### src/rtl/gmii_tx_sched_pkg.sv
// Shared definitions for the GMII transmit scheduler.
// PKT_VIDEO / PKT_AUDIO match the packet-ID byte the transmitter puts on the
// wire, so the scheduler's pcktinfo bit is simply bit 0 of those codes.
package gmii_tx_sched_pkg;
  localparam int ADE_W = 4;

  localparam logic [7:0] PKT_VIDEO = 8'h00;
  localparam logic [7:0] PKT_AUDIO = 8'h01;

  typedef enum logic [1:0] {
    S_IDLE  = 2'd0,
    S_GRANT = 2'd1,
    S_BUSY  = 2'd2,
    S_GAP   = 2'd3
  } state_t;
endpackage

### src/rtl/gmii_tx_sched_policy.sv
// Audio/video arbitration policy.
//   arm           : scheduler is idle and enabled; a decision here is a grant
//   clr           : frame finished, clear the latched packet description
//   vid_line_rdy  : video line buffered
//   aux_ade_avail : complete ADEs pending
//   dec_vld/dec_aud : combinational grant this cycle, and whether it is audio
//   pcktinfo/ade_num: packet description registered on the grant edge
module gmii_tx_sched_policy
  import gmii_tx_sched_pkg::*;
#(
  parameter logic [3:0]  MAX_ADE       = 4'd8,
  parameter logic [3:0]  AUD_MIN_ADE   = 4'd4,
  parameter logic [15:0] AUD_TIMEOUT   = 16'd20000,
  parameter logic [7:0]  MAX_VID_BURST = 8'd4
) (
  input  logic             tx_clk,
  input  logic             sys_rst,
  input  logic             arm,
  input  logic             clr,
  input  logic             vid_line_rdy,
  input  logic [4:0]       aux_ade_avail,
  output logic             dec_vld,
  output logic             dec_aud,
  output logic             pcktinfo,
  output logic [ADE_W-1:0] ade_num
);
  logic [15:0]      aud_age;
  logic [7:0]       vid_burst;
  logic             ade_pend, aged, aud_req, aud_win, vid_win;
  logic [ADE_W-1:0] ade_cap;

  always_comb begin
    ade_pend = (aux_ade_avail != 5'd0);
    aged     = (aud_age == AUD_TIMEOUT);
    aud_req  = (aux_ade_avail >= {1'b0, AUD_MIN_ADE}) | (ade_pend & aged);
    // Video normally wins; audio takes over when video is absent, the video
    // burst limit is hit, or the oldest ADE has aged out.
    aud_win  = aud_req & (~vid_line_rdy | (vid_burst >= MAX_VID_BURST) | aged);
    vid_win  = ~aud_win & vid_line_rdy;
    dec_vld  = arm & (aud_win | vid_win);
    dec_aud  = arm & aud_win;
    ade_cap  = (aux_ade_avail > {1'b0, MAX_ADE}) ? MAX_ADE : aux_ade_avail[3:0];
  end

  always_ff @(posedge tx_clk) begin
    if (sys_rst) begin
      aud_age   <= '0;
      vid_burst <= '0;
      pcktinfo  <= 1'b0;
      ade_num   <= '0;
    end else begin
      if (!ade_pend || dec_aud)       aud_age <= '0;
      else if (!aged)                 aud_age <= aud_age + 16'd1;

      if (!ade_pend || dec_aud)                   vid_burst <= '0;
      else if (dec_vld && vid_burst != 8'hff)     vid_burst <= vid_burst + 8'd1;

      if (dec_vld) begin
        pcktinfo <= dec_aud ? PKT_AUDIO[0] : PKT_VIDEO[0];
        ade_num  <= dec_aud ? ade_cap : '0;
      end else if (clr) begin
        pcktinfo <= 1'b0;
        ade_num  <= '0;
      end
    end
  end
endmodule

### src/rtl/gmii_tx_sched.sv
// Frame scheduler in front of the GMII transmitter: picks video line or audio
// AUX packet per frame, hands out send_enable and follows the frame via tx_en.
//   tx_clk, sys_rst (sync, active high), sched_en, vid_line_rdy, aux_ade_avail,
//   tx_en (transmitter feedback)
//   send_enable, pcktinfo, ade_num, busy, start_err (sticky),
//   vid_pkt_cnt / aud_pkt_cnt (granted packets, wrapping)
module gmii_tx_sched
  import gmii_tx_sched_pkg::*;
#(
  parameter logic [3:0]  MAX_ADE       = 4'd8,
  parameter logic [3:0]  AUD_MIN_ADE   = 4'd4,
  parameter logic [15:0] AUD_TIMEOUT   = 16'd20000,
  parameter logic [7:0]  MAX_VID_BURST = 8'd4,
  parameter logic [15:0] START_TIMEOUT = 16'd1024,
  parameter logic [7:0]  GAP_CYCLES    = 8'd4
) (
  input  logic             tx_clk,
  input  logic             sys_rst,
  input  logic             sched_en,
  input  logic             vid_line_rdy,
  input  logic [4:0]       aux_ade_avail,
  input  logic             tx_en,
  output logic             send_enable,
  output logic             pcktinfo,
  output logic [ADE_W-1:0] ade_num,
  output logic             busy,
  output logic             start_err,
  output logic [15:0]      vid_pkt_cnt,
  output logic [15:0]      aud_pkt_cnt
);
  state_t      state, state_n;
  logic        tx_en_q, rise, fall;
  logic        arm, clr, to_hit, dec_vld, dec_aud;
  logic [15:0] wait_cnt;
  logic [7:0]  gap_cnt;

  assign rise = tx_en & ~tx_en_q;
  assign fall = ~tx_en & tx_en_q;
  assign arm  = (state == S_IDLE) & sched_en;

  gmii_tx_sched_policy #(
    .MAX_ADE       (MAX_ADE),
    .AUD_MIN_ADE   (AUD_MIN_ADE),
    .AUD_TIMEOUT   (AUD_TIMEOUT),
    .MAX_VID_BURST (MAX_VID_BURST)
  ) u_policy (
    .tx_clk        (tx_clk),
    .sys_rst       (sys_rst),
    .arm           (arm),
    .clr           (clr),
    .vid_line_rdy  (vid_line_rdy),
    .aux_ade_avail (aux_ade_avail),
    .dec_vld       (dec_vld),
    .dec_aud       (dec_aud),
    .pcktinfo      (pcktinfo),
    .ade_num       (ade_num)
  );

  always_comb begin
    state_n = state;
    clr     = 1'b0;
    to_hit  = 1'b0;
    case (state)
      S_IDLE:  if (dec_vld) state_n = S_GRANT;
      // rise is checked before the timeout so a start in the last cycle counts
      S_GRANT: begin
        if (rise) state_n = S_BUSY;
        else if (wait_cnt == START_TIMEOUT - 16'd1) begin
          state_n = S_IDLE;
          to_hit  = 1'b1;
        end
      end
      S_BUSY: begin
        if (fall) begin
          state_n = S_GAP;
          clr     = 1'b1;
        end
      end
      S_GAP:   if (gap_cnt == GAP_CYCLES - 8'd1) state_n = S_IDLE;
      default: state_n = S_IDLE;
    endcase
  end

  always_ff @(posedge tx_clk) begin
    if (sys_rst) begin
      state       <= S_IDLE;
      tx_en_q     <= 1'b0;
      wait_cnt    <= '0;
      gap_cnt     <= '0;
      start_err   <= 1'b0;
      vid_pkt_cnt <= '0;
      aud_pkt_cnt <= '0;
    end else begin
      state     <= state_n;
      tx_en_q   <= tx_en;
      wait_cnt  <= (state == S_GRANT) ? wait_cnt + 16'd1 : '0;
      gap_cnt   <= (state == S_GAP)   ? gap_cnt + 8'd1   : '0;
      if (to_hit) start_err <= 1'b1;
      if (dec_vld && dec_aud)  aud_pkt_cnt <= aud_pkt_cnt + 16'd1;
      if (dec_vld && !dec_aud) vid_pkt_cnt <= vid_pkt_cnt + 16'd1;
    end
  end

  assign send_enable = (state == S_GRANT);
  assign busy        = (state != S_IDLE);
endmodule

### config.mk
export PLATFORM = sky130hd
export DESIGN_NAME = gmii_tx_sched
export DESIGN_NICKNAME = d
export VERILOG_FILES = /design/src/rtl/gmii_tx_sched_pkg.sv /design/src/rtl/gmii_tx_sched_policy.sv /design/src/rtl/gmii_tx_sched.sv
export SDC_FILE = /design/constraint.sdc
export NUM_CORES = 1
export LEC_CHECK = 0
export CAP_MARGIN = 10
export CORE_UTILIZATION = 30
export DETAILED_ROUTE_END_ITERATION = 6
export DONT_BUFFER_PORTS = 1
export PLACE_DENSITY = 0.44
export SYNTH_ARGS = -nofsm -noshare
export SYNTH_HDL_FRONTEND = slang
export SYNTH_SLANG_ARGS = --single-unit
### constraint.sdc
create_clock -name tx_clk -period 2.24 [get_ports tx_clk]
set_input_delay 0.448 -clock tx_clk [delete_from_list [all_inputs] [get_ports tx_clk]]
set_output_delay 0.448 -clock tx_clk [all_outputs]
set_load 0.01 [all_outputs]
; Word level (Yosys, flattened, before mapping)
; Cells that the tools add are included.
[classes]
addsub = 6
n_lt_le_gt_ge = 3
n_eq_ne = 11
n_mux = 18
bitwise = 18
n_reduce_logical = 14
[op_table]
columns = operator, n
row1 = adder 16 x 1 -> 16 bit (second input constant), 4
row2 = adder 8 x 1 -> 8 bit (second input constant), 2
row3 = == test 16 x 10 -> 1 bit (second input constant), 1
row4 = == test 16 x 15 -> 1 bit (second input constant), 1
row5 = two-way mux 4 bit, 4
row6 = two-way mux 2 bit, 5
row7 = AND 1 bit, 8
row8 = == test 8 x 2 -> 1 bit (second input constant), 1
row9 = >= comparator 8 x 3 -> 1 bit (second input constant), 1
row10 = two-way mux 1 bit, 8
row11 = != test 8 bit (second input constant), 1
row12 = case mux 2 bit (4 select lines), 1
row13 = != test 2 bit (second input constant), 3
row14 = NOT 1 bit, 6
row15 = OR reduction 2 bit, 3
row16 = >= comparator 5 x 3 -> 1 bit (second input constant), 1
row17 = greater-than comparator 5 x 4 -> 1 bit (second input constant), 1
row18 = nonzero test 5 bit, 1
row19 = == test 2 bit (second input constant), 2
row20 = bitwise OR 1 bit, 4
row21 = AND reduction 4 bit, 1
row22 = nonzero test 2 bit, 2
row23 = logical AND 1 bit, 3
row24 = != test 3 x 1 -> 1 bit (second input constant), 1
row25 = other kinds (4), 5
[word_totals]
regBits = 89
input_bits = 10
out_inout_bits = 40
word_cells = 81

; Depth between registers and ports, before layout
; Gate-level depths: netlist of the first run.
[logic_depth]
word_depth = 10
ltp_mapped = 9
ltp_nobuf = 7

; Cells and area by module
; From an unflattened synthesis of the first run, not the netlist that was laid out.
[unflattened]
hier_cells = 465
hier_area_um2 = 4078.9
[by_module_without_submodules]
columns = module, instances, cells_each, area_per_inst_um2, seq_area_each_um2
row1 = gmii_tx_sched, 1, 299, 2620.0, 1201.2
row2 = gmii_tx_sched_policy, 1, 166, 1458.9, 580.6

; Least setup slack after synthesis of the first run
; No wires, ideal clock.
[synth_timing]
path_type = in2reg
start = input aux_ade_avail[3]
end = register vid_pkt_cnt[15]
arrival_ns = 1.981
required_ns = 2.117
slack_ns = 0.136
stages = 6
path_buffers = 1
path_cell_list = or3_4 or3_1 buf_6 a211oi_4 nand3_1 mux2_1
[synth_via]
elab_chain_len = 9
[synth_lines]
columns = item, line_no
row1 = start: declaration, gmii_tx_sched.sv:21  ; input logic [4:0] aux_ade_avail,
row2 = "parallel branches: the longest is 2 deep, another holds >= comparator 5 x 3 -> 1 bit", -
row3 = bitwise OR 1 bit (*), gmii_tx_sched_policy.sv:35  ; aud_req = (aux_ade_avail >= {1'b0, AUD_MIN_ADE}) | (ade_pend & aged);
row4 = AND 1 bit (*), gmii_tx_sched_policy.sv:38  ; aud_win = aud_req & (~vid_line_rdy | (vid_burst >= MAX_VID_BURST) | aged);
row5 = NOT 1 bit, gmii_tx_sched_policy.sv:39  ; vid_win = ~aud_win & vid_line_rdy;
row6 = AND 1 bit, gmii_tx_sched_policy.sv:39
row7 = bitwise OR 1 bit, gmii_tx_sched_policy.sv:40  ; dec_vld = arm & (aud_win | vid_win);
row8 = AND 1 bit, gmii_tx_sched_policy.sv:40
row9 = logical AND 1 bit (*), gmii_tx_sched.sv:100  ; if (dec_vld && !dec_aud) vid_pkt_cnt <= vid_pkt_cnt + 16'd1;
row10 = end signal: assignment, gmii_tx_sched.sv:100
row11 = end: declaration, gmii_tx_sched.sv:28  ; output logic [15:0] vid_pkt_cnt,
; Mark *: on every way between the ends.
; A chain may end at the register's enable or synchronous reset.

; Final worst setup path of the first run
[layout_timing]
start = register u_policy.aud_age[0]
end = register aud_pkt_cnt[11]
[layout_via]
elab_chain_len = 9
[layout_lines]
columns = item, line_no
row1 = start: declaration, gmii_tx_sched_policy.sv:27  ; logic [15:0] aud_age;
row2 = start signal: assignment, gmii_tx_sched_policy.sv:53  ; else if (!aged) aud_age <= aud_age + 16'd1;
row3 = == test 16 x 15 -> 1 bit (*), gmii_tx_sched_policy.sv:34  ; aged = (aud_age == AUD_TIMEOUT);
row4 = AND 1 bit, gmii_tx_sched_policy.sv:35
row5 = bitwise OR 1 bit, gmii_tx_sched_policy.sv:35
row6 = AND 1 bit (*), gmii_tx_sched_policy.sv:38
row7 = NOT 1 bit, gmii_tx_sched_policy.sv:39
row8 = AND 1 bit, gmii_tx_sched_policy.sv:39
row9 = bitwise OR 1 bit, gmii_tx_sched_policy.sv:40
row10 = AND 1 bit, gmii_tx_sched_policy.sv:40
row11 = logical AND 1 bit (*), gmii_tx_sched.sv:99  ; if (dec_vld && dec_aud) aud_pkt_cnt <= aud_pkt_cnt + 16'd1;
row12 = end signal: assignment, gmii_tx_sched.sv:99
row13 = end: declaration, gmii_tx_sched.sv:29  ; output logic [15:0] aud_pkt_cnt
; Every way passes the cells marked *; elsewhere a longest branch is shown, timed or not.

==> results of run 1 <==
## layout make-up
cell class / instances / area, um^2
repair buffers: 35 / 263
multi-input cells: 368 / 2460
clock inverters: 7 / 45.0
fillers: 1453 / 8990
inverters: 13 / 48.8
flip-flops and latches: 89 / 1780
well taps: 180 / 225
clock buffers: 9 / 225
## how the worst max path moves through the flow
stage                      end  depth (start not counted)
4_1_cts         aud_pkt_cnt[9]                          8
6_report       aud_pkt_cnt[11]                          8
3_5_place_dp    vid_pkt_cnt[7]                          6
5_1_grt        aud_pkt_cnt[13]                          8
3_3_place_gp    vid_pkt_cnt[9]                          6
2_1_floorplan  vid_pkt_cnt[15]                          6
## metal layers
layer | GRT usage [%] | part of all wire (%) | vias up
met5 | 0 | 0 | -
met4 | 4.88 | 1.1 | 0
met3 | 6.37 | 7.0 | 6
met2 | 22.7 | 42 | 64
met1 | 19.9 | 50 | 1641
li1 | - | - | 1831
## metrics by stage
stage	worst slack, ns	cells	utilization, %	total power, mW	TNS, ns
floorplan	0.136	487	-	1.81	0
global placement	-0.0390	685	33.9	1.88	-0.0604
detailed placement	-0.0690	685	33.9	1.89	-0.143
CTS	0.0142	701	35.9	3.33	0
global route	0.00568	701	36.0	3.43	0
finish	0.147	701	36.0	3.27	0
## report_power, final
group / internal [mW] / switching, mW / leakage, nW
logic: 0.0871 / 0.142 / 0.820
registers: 1.60 / 0.0189 / 0.719
clock network: 0.752 / 0.664 / 0.136
total: 2.44 / 0.824 / 1.67
## registers in the layout (all words and copies together), names as in the netlist, 4 cells and up, named ones only
signal / count
aud_pkt_cnt: 16
vid_pkt_cnt: 16
gap_cnt: 8
u_policy.vid_burst: 8
u_policy.aud_age: 16
u_policy.ade_num: 4
wait_cnt: 16
## what timing repair did
action,CTS,global route
gates resized for setup,0,3
endpoints found under the hold margin,0,0
hold buffers,0,0
endpoints found under the setup margin,0,13
## cell usage after synthesis (7+ instances only)
library cell / n / area share (%)
and3_1: 13 / 1.9
a21oi_1: 24 / 2.7
nand2_1: 28 / 2.4
nor2_1: 69 / 5.9
o31ai_1: 16 / 2.7
ha_1: 8 / 2.3
clkbuf_1: 11 / 0.94
dfxtp_1: 89 / 41
xnor2_1: 21 / 4.2
xor2_1: 23 / 4.6
inv_1: 13 / 1.1
o21ai_0: 7 / 0.80
nand4_1: 15 / 2.1
or2_2: 7 / 1.0
nand3_1: 31 / 3.5
or4_1: 13 / 2.2
## cell families (layout without fill, tap and decap cells)
kind of cell / count (synthesis) / after routing / synth area share (%)
AND/OR/NAND/NOR: 223 / 223 / 27.9
AO/OA/AOI/OAI: 90 / 90 / 16.1
flip-flops: 89 / 89 / 40.7
XOR/XNOR: 44 / 44 / 8.81
buffers and inverters: 30 / 64 / 3.29
adder cells (fa/ha/maj): 8 / 8 / 2.29
multiplexers: 3 / 3 / 0.829
==> metrics.txt, run 1 <==
DRC=0; critical path class=reg2reg; diodes inserted=0; vias per inst=5.05; clk_lat worst skew=0.35 ns; drt pass-1 iters=4; FF-to-FF path depth=8; status=finished, final reports clean; fin area=5050 um^2; Area Growth Syn to Fin=15.4%; async set or reset register ratio after synthesis=0%; DRT iter0 DRCs=151; Placer Congestion=0.772; fin crit share=93.5%; vias in the first global route=3486; ys flop type=dfxtp_1; synthesized flop and latch total=89; largest net degree at the start of global routing=40; delay-heaviest family, CP=simple AND/OR/NAND/NOR gates; CP required=2.52 ns; leakage power=1.67 nW; fraction of layout cells with a size suffix above 1=16.7%; R2R setup slack=0.15 ns; Post-Syn Instances=487; clock-pin slew on the worst setup and hold paths=0.07 ns; Critical Path Slowest Stage Cell=or4_1; core area=14000 um^2; CP startpoint kind=register; Peak VDD IR=0.407 mV; Fin. Hold Viols=0; Hold EP=aud_pkt_cnt[5]; initial antenna violation count=0; Synth Cell Area=4370 um^2; Setup crit end kind=register; WL final=10.8 mm; Setup Buffers After CTS=0; Final HPWL DP=7.78 mm; placed cell area=4770 um^2; r2r startpoint=u_policy.aud_age[0]; crit-path max FO=16; CTS sink count=89; minimum clock period=2.09 ns; cts bufs inserted=9; Slew Viols, Final=0; Final #Nets=534; Max Clk Rate=478 MHz; Post-Syn Nets=505; Clock Skews=0.00746 ns; Worst Path Buf+Inv=2; number of flops mapped to enable cells by yosys=0; buffers added on ports=0; RSZ-0062 raised after global routing=no; TritonCTS clock tree=done; maxcap violations=0; CP Cell Sequence=inv_1 > ha_1 > nor4b_4 > and4_4 > a21oi_2 > buf_4 > or4_1 > a21oi_1; most common cell after layout, fill and taps aside=dfxtp_1; Die X=123 um; root buffer cell=clkbuf_16; Rows=43; Synth warnings=0; largest stage delay on the critical path=0.50 ns; Wirelength per Cell=15.4 um; r2r endpoint=aud_pkt_cnt[11]; GRT overflow=0; crit path DAT=2.38 ns; worst-margin pin slew=0.529 ns; Longest Clk Path Bufs=2; WHS=0.174 ns; antenna viol nets, final=0; Top-Level Pins=50; Slew HR=64.6%; hold crit path type=in2reg; post-synth cell types=62; commonest non-fill, non-tap cells in the layout=89 x dfxtp_1, 69 x nor2_1, 35 x buf_4; GRT Overall Usage=15.3%; Worst Hold Depth=1; H-Tree Depth=3; post-synthesis average cell area=8.98 um^2; die height=123 um; register area share after synthesis=40.7%; initial core utilization=31.2%; endpoints failing setup=0; via count=3542; power per cell area=647 nW/um^2; start point of the critical path=u_policy.aud_age[0]; Worst Hold Launch=sys_rst; first-pass GRT wire length=17.7 mm; die area=15100 um^2
Power figures use the tool's default switching activity.
==> run 2, diff against run 1 <==
--- a/config.mk
+++ b/config.mk
@@ -7,9 +7,11 @@
 export LEC_CHECK = 0
 export CAP_MARGIN = 10
 export CORE_UTILIZATION = 30
+export CTS_BUF_LIST = sky130_fd_sc_hd__clkbuf_8 sky130_fd_sc_hd__clkbuf_16
 export DETAILED_ROUTE_END_ITERATION = 6
 export DONT_BUFFER_PORTS = 1
-export PLACE_DENSITY = 0.44
+export PLACE_DENSITY = 0.5
+export SKIP_CTS_REPAIR_TIMING = 1
 export SYNTH_ARGS = -nofsm -noshare
 export SYNTH_HDL_FRONTEND = slang
 export SYNTH_SLANG_ARGS = --single-unit
==> metrics.txt, run 2 (synthesis results as in run 1) <==
fin crit share=94.6%; maxcap violations=0; leakage power=1.68 nW; GRT overflow=0; RSZ-0062 raised after global routing=no; Rows=43; Final #Nets=528; total negative slack=0 ns; Peak VDD IR=0.308 mV; combinational power share=6.5%; CP required=2.48 ns; DRT iter0 DRCs=231; Placer Congestion=0.797; Switch Pwr=805 uW; Pint=2.78 mW; Longest Clk Path Bufs=2; post-place setup slack=0.0197 ns; GRT Overall Usage=15.0%; commonest non-fill, non-tap cells in the layout=89 x dfxtp_1, 69 x nor2_1, 31 x nand3_1; CTS sink count=89; buffers added on ports=0; clk_lat worst skew=0.35 ns; vias per inst=5.18; largest net degree at the start of global routing=40; H-Tree Depth=3; worst-margin pin slew=0.566 ns; Setup crit end kind=register; most common cell after layout, fill and taps aside=dfxtp_1; CP startpoint kind=register; Slew HR=62.0%; DRC=0; Clock Skews=0.00949 ns; final std cells w/o fill=695; Final HPWL DP=7.76 mm; cts bufs inserted=9; root buffer cell=clkbuf_16; clock share of power=48.3%; TritonCTS clock tree=done; die area=15100 um^2; first-pass GRT wire length=17.4 mm; initial antenna violation count=0; minimum clock period=2.12 ns; Max Clk Rate=472 MHz; Slew Viols, Final=0; Wirelength per Cell=15.1 um; hold crit path type=in2reg; Die X=123 um; # fillers=1405; crit-path max FO=21; Placed Instances=679; Top-Level Pins=50; fin util=36.4%; clock-pin slew on the worst setup and hold paths=0.07 ns; die height=123 um; core area=14000 um^2; Area Growth Syn to Fin=16.7%; vias in the first global route=3491; critical path class=reg2reg; status=finished, final reports clean; via count=3602; fraction of layout cells with a size suffix above 1=15.7%; power share of the sequential group=45.3%; sw frac=22.4%; WL final=10.5 mm; crit path DAT=2.36 ns; worst setup margin=0.121 ns; Fin. Hold Viols=0; power per cell area=703 nW/um^2; endpoints failing setup=0; drt pass-1 iters=4; diodes inserted=0; initial core utilization=31.2%; antenna viol nets, final=0
run 2: cell types whose count changed in the layout (fill, tap and decap cells not counted), moves of 2 or more:
cell       previous run  this run
bufinv_16             0         3
buf_4                35        26
buf_12                0         3
inv_6                 2         0
clkinv_2              4         1
run 2: through the flow:
| step | hold slack [ns] | cell area (um^2) | power [mW] |
|---|---|---|---|
| after floorplan | 0.413 | 4370 | 1.81 |
| after global placement | 0.427 | 4760 | 1.89 |
| after detailed placement | 0.438 | 4760 | 1.89 |
| after CTS | 0.145 | 5100 | 3.65 |
| after global routing | 0.148 | 5110 | 3.73 |
| final | 0.169 | 5110 | 3.59 |
run 2: power groups by stage:
stage | sequential, mW | clock, mW | combinational [mW]
2_1_floorplan | 1.66 | 0 | 0.154
3_3_place_gp | 1.66 | 0 | 0.227
3_5_place_dp | 1.66 | 0 | 0.233
4_1_cts | 1.62 | 1.79 | 0.234
5_1_grt | 1.63 | 1.84 | 0.258
6_report | 1.62 | 1.73 | 0.232
run 2: metal layers:
layer  up-vias  wire length (um)  track usage (%)
met5         -                 0                0
met4         0                59             4.42
met3         5               892             6.46
met2        83              4760             23.2
met1      1693              4810             18.8
li1       1821                 -                -
run 2: cell type report:
cell class | count | area (um^2) | area share [%]
multi-input combinational | 368 | 2450 | 48.0
sequential | 89 | 1780 | 34.9
timing repair buffer | 29 | 255 | 5.00
clock buffer | 9 | 225 | 4.41
tap | 180 | 225 | 4.41
clock inverter | 7 | 119 | 2.33
inverter | 13 | 48.8 | 0.956
run 2: worst max-delay path: stages, from the launching register on:
cell     delay, ns
dfxtp_1       0.33
inv_1         0.09
ha_1          0.15
nor4b_2       0.25
and4_4        0.31
a21oi_2       0.08
buf_12        0.17
nor4b_2       0.31
mux2_4        0.32
run 2: path summary, 6_finish.rpt:
check | startpoint | to | slack, ns | cells after the start
min reg2reg | gap_cnt[0] | gap_cnt[0] | 0.44 | 1
min | sys_rst | aud_pkt_cnt[11] | 0.17 | 1
max | u_policy.aud_age[0] | aud_pkt_cnt[9] | 0.12 | 8
max reg2reg | u_policy.aud_age[0] | aud_pkt_cnt[9] | 0.12 | 8
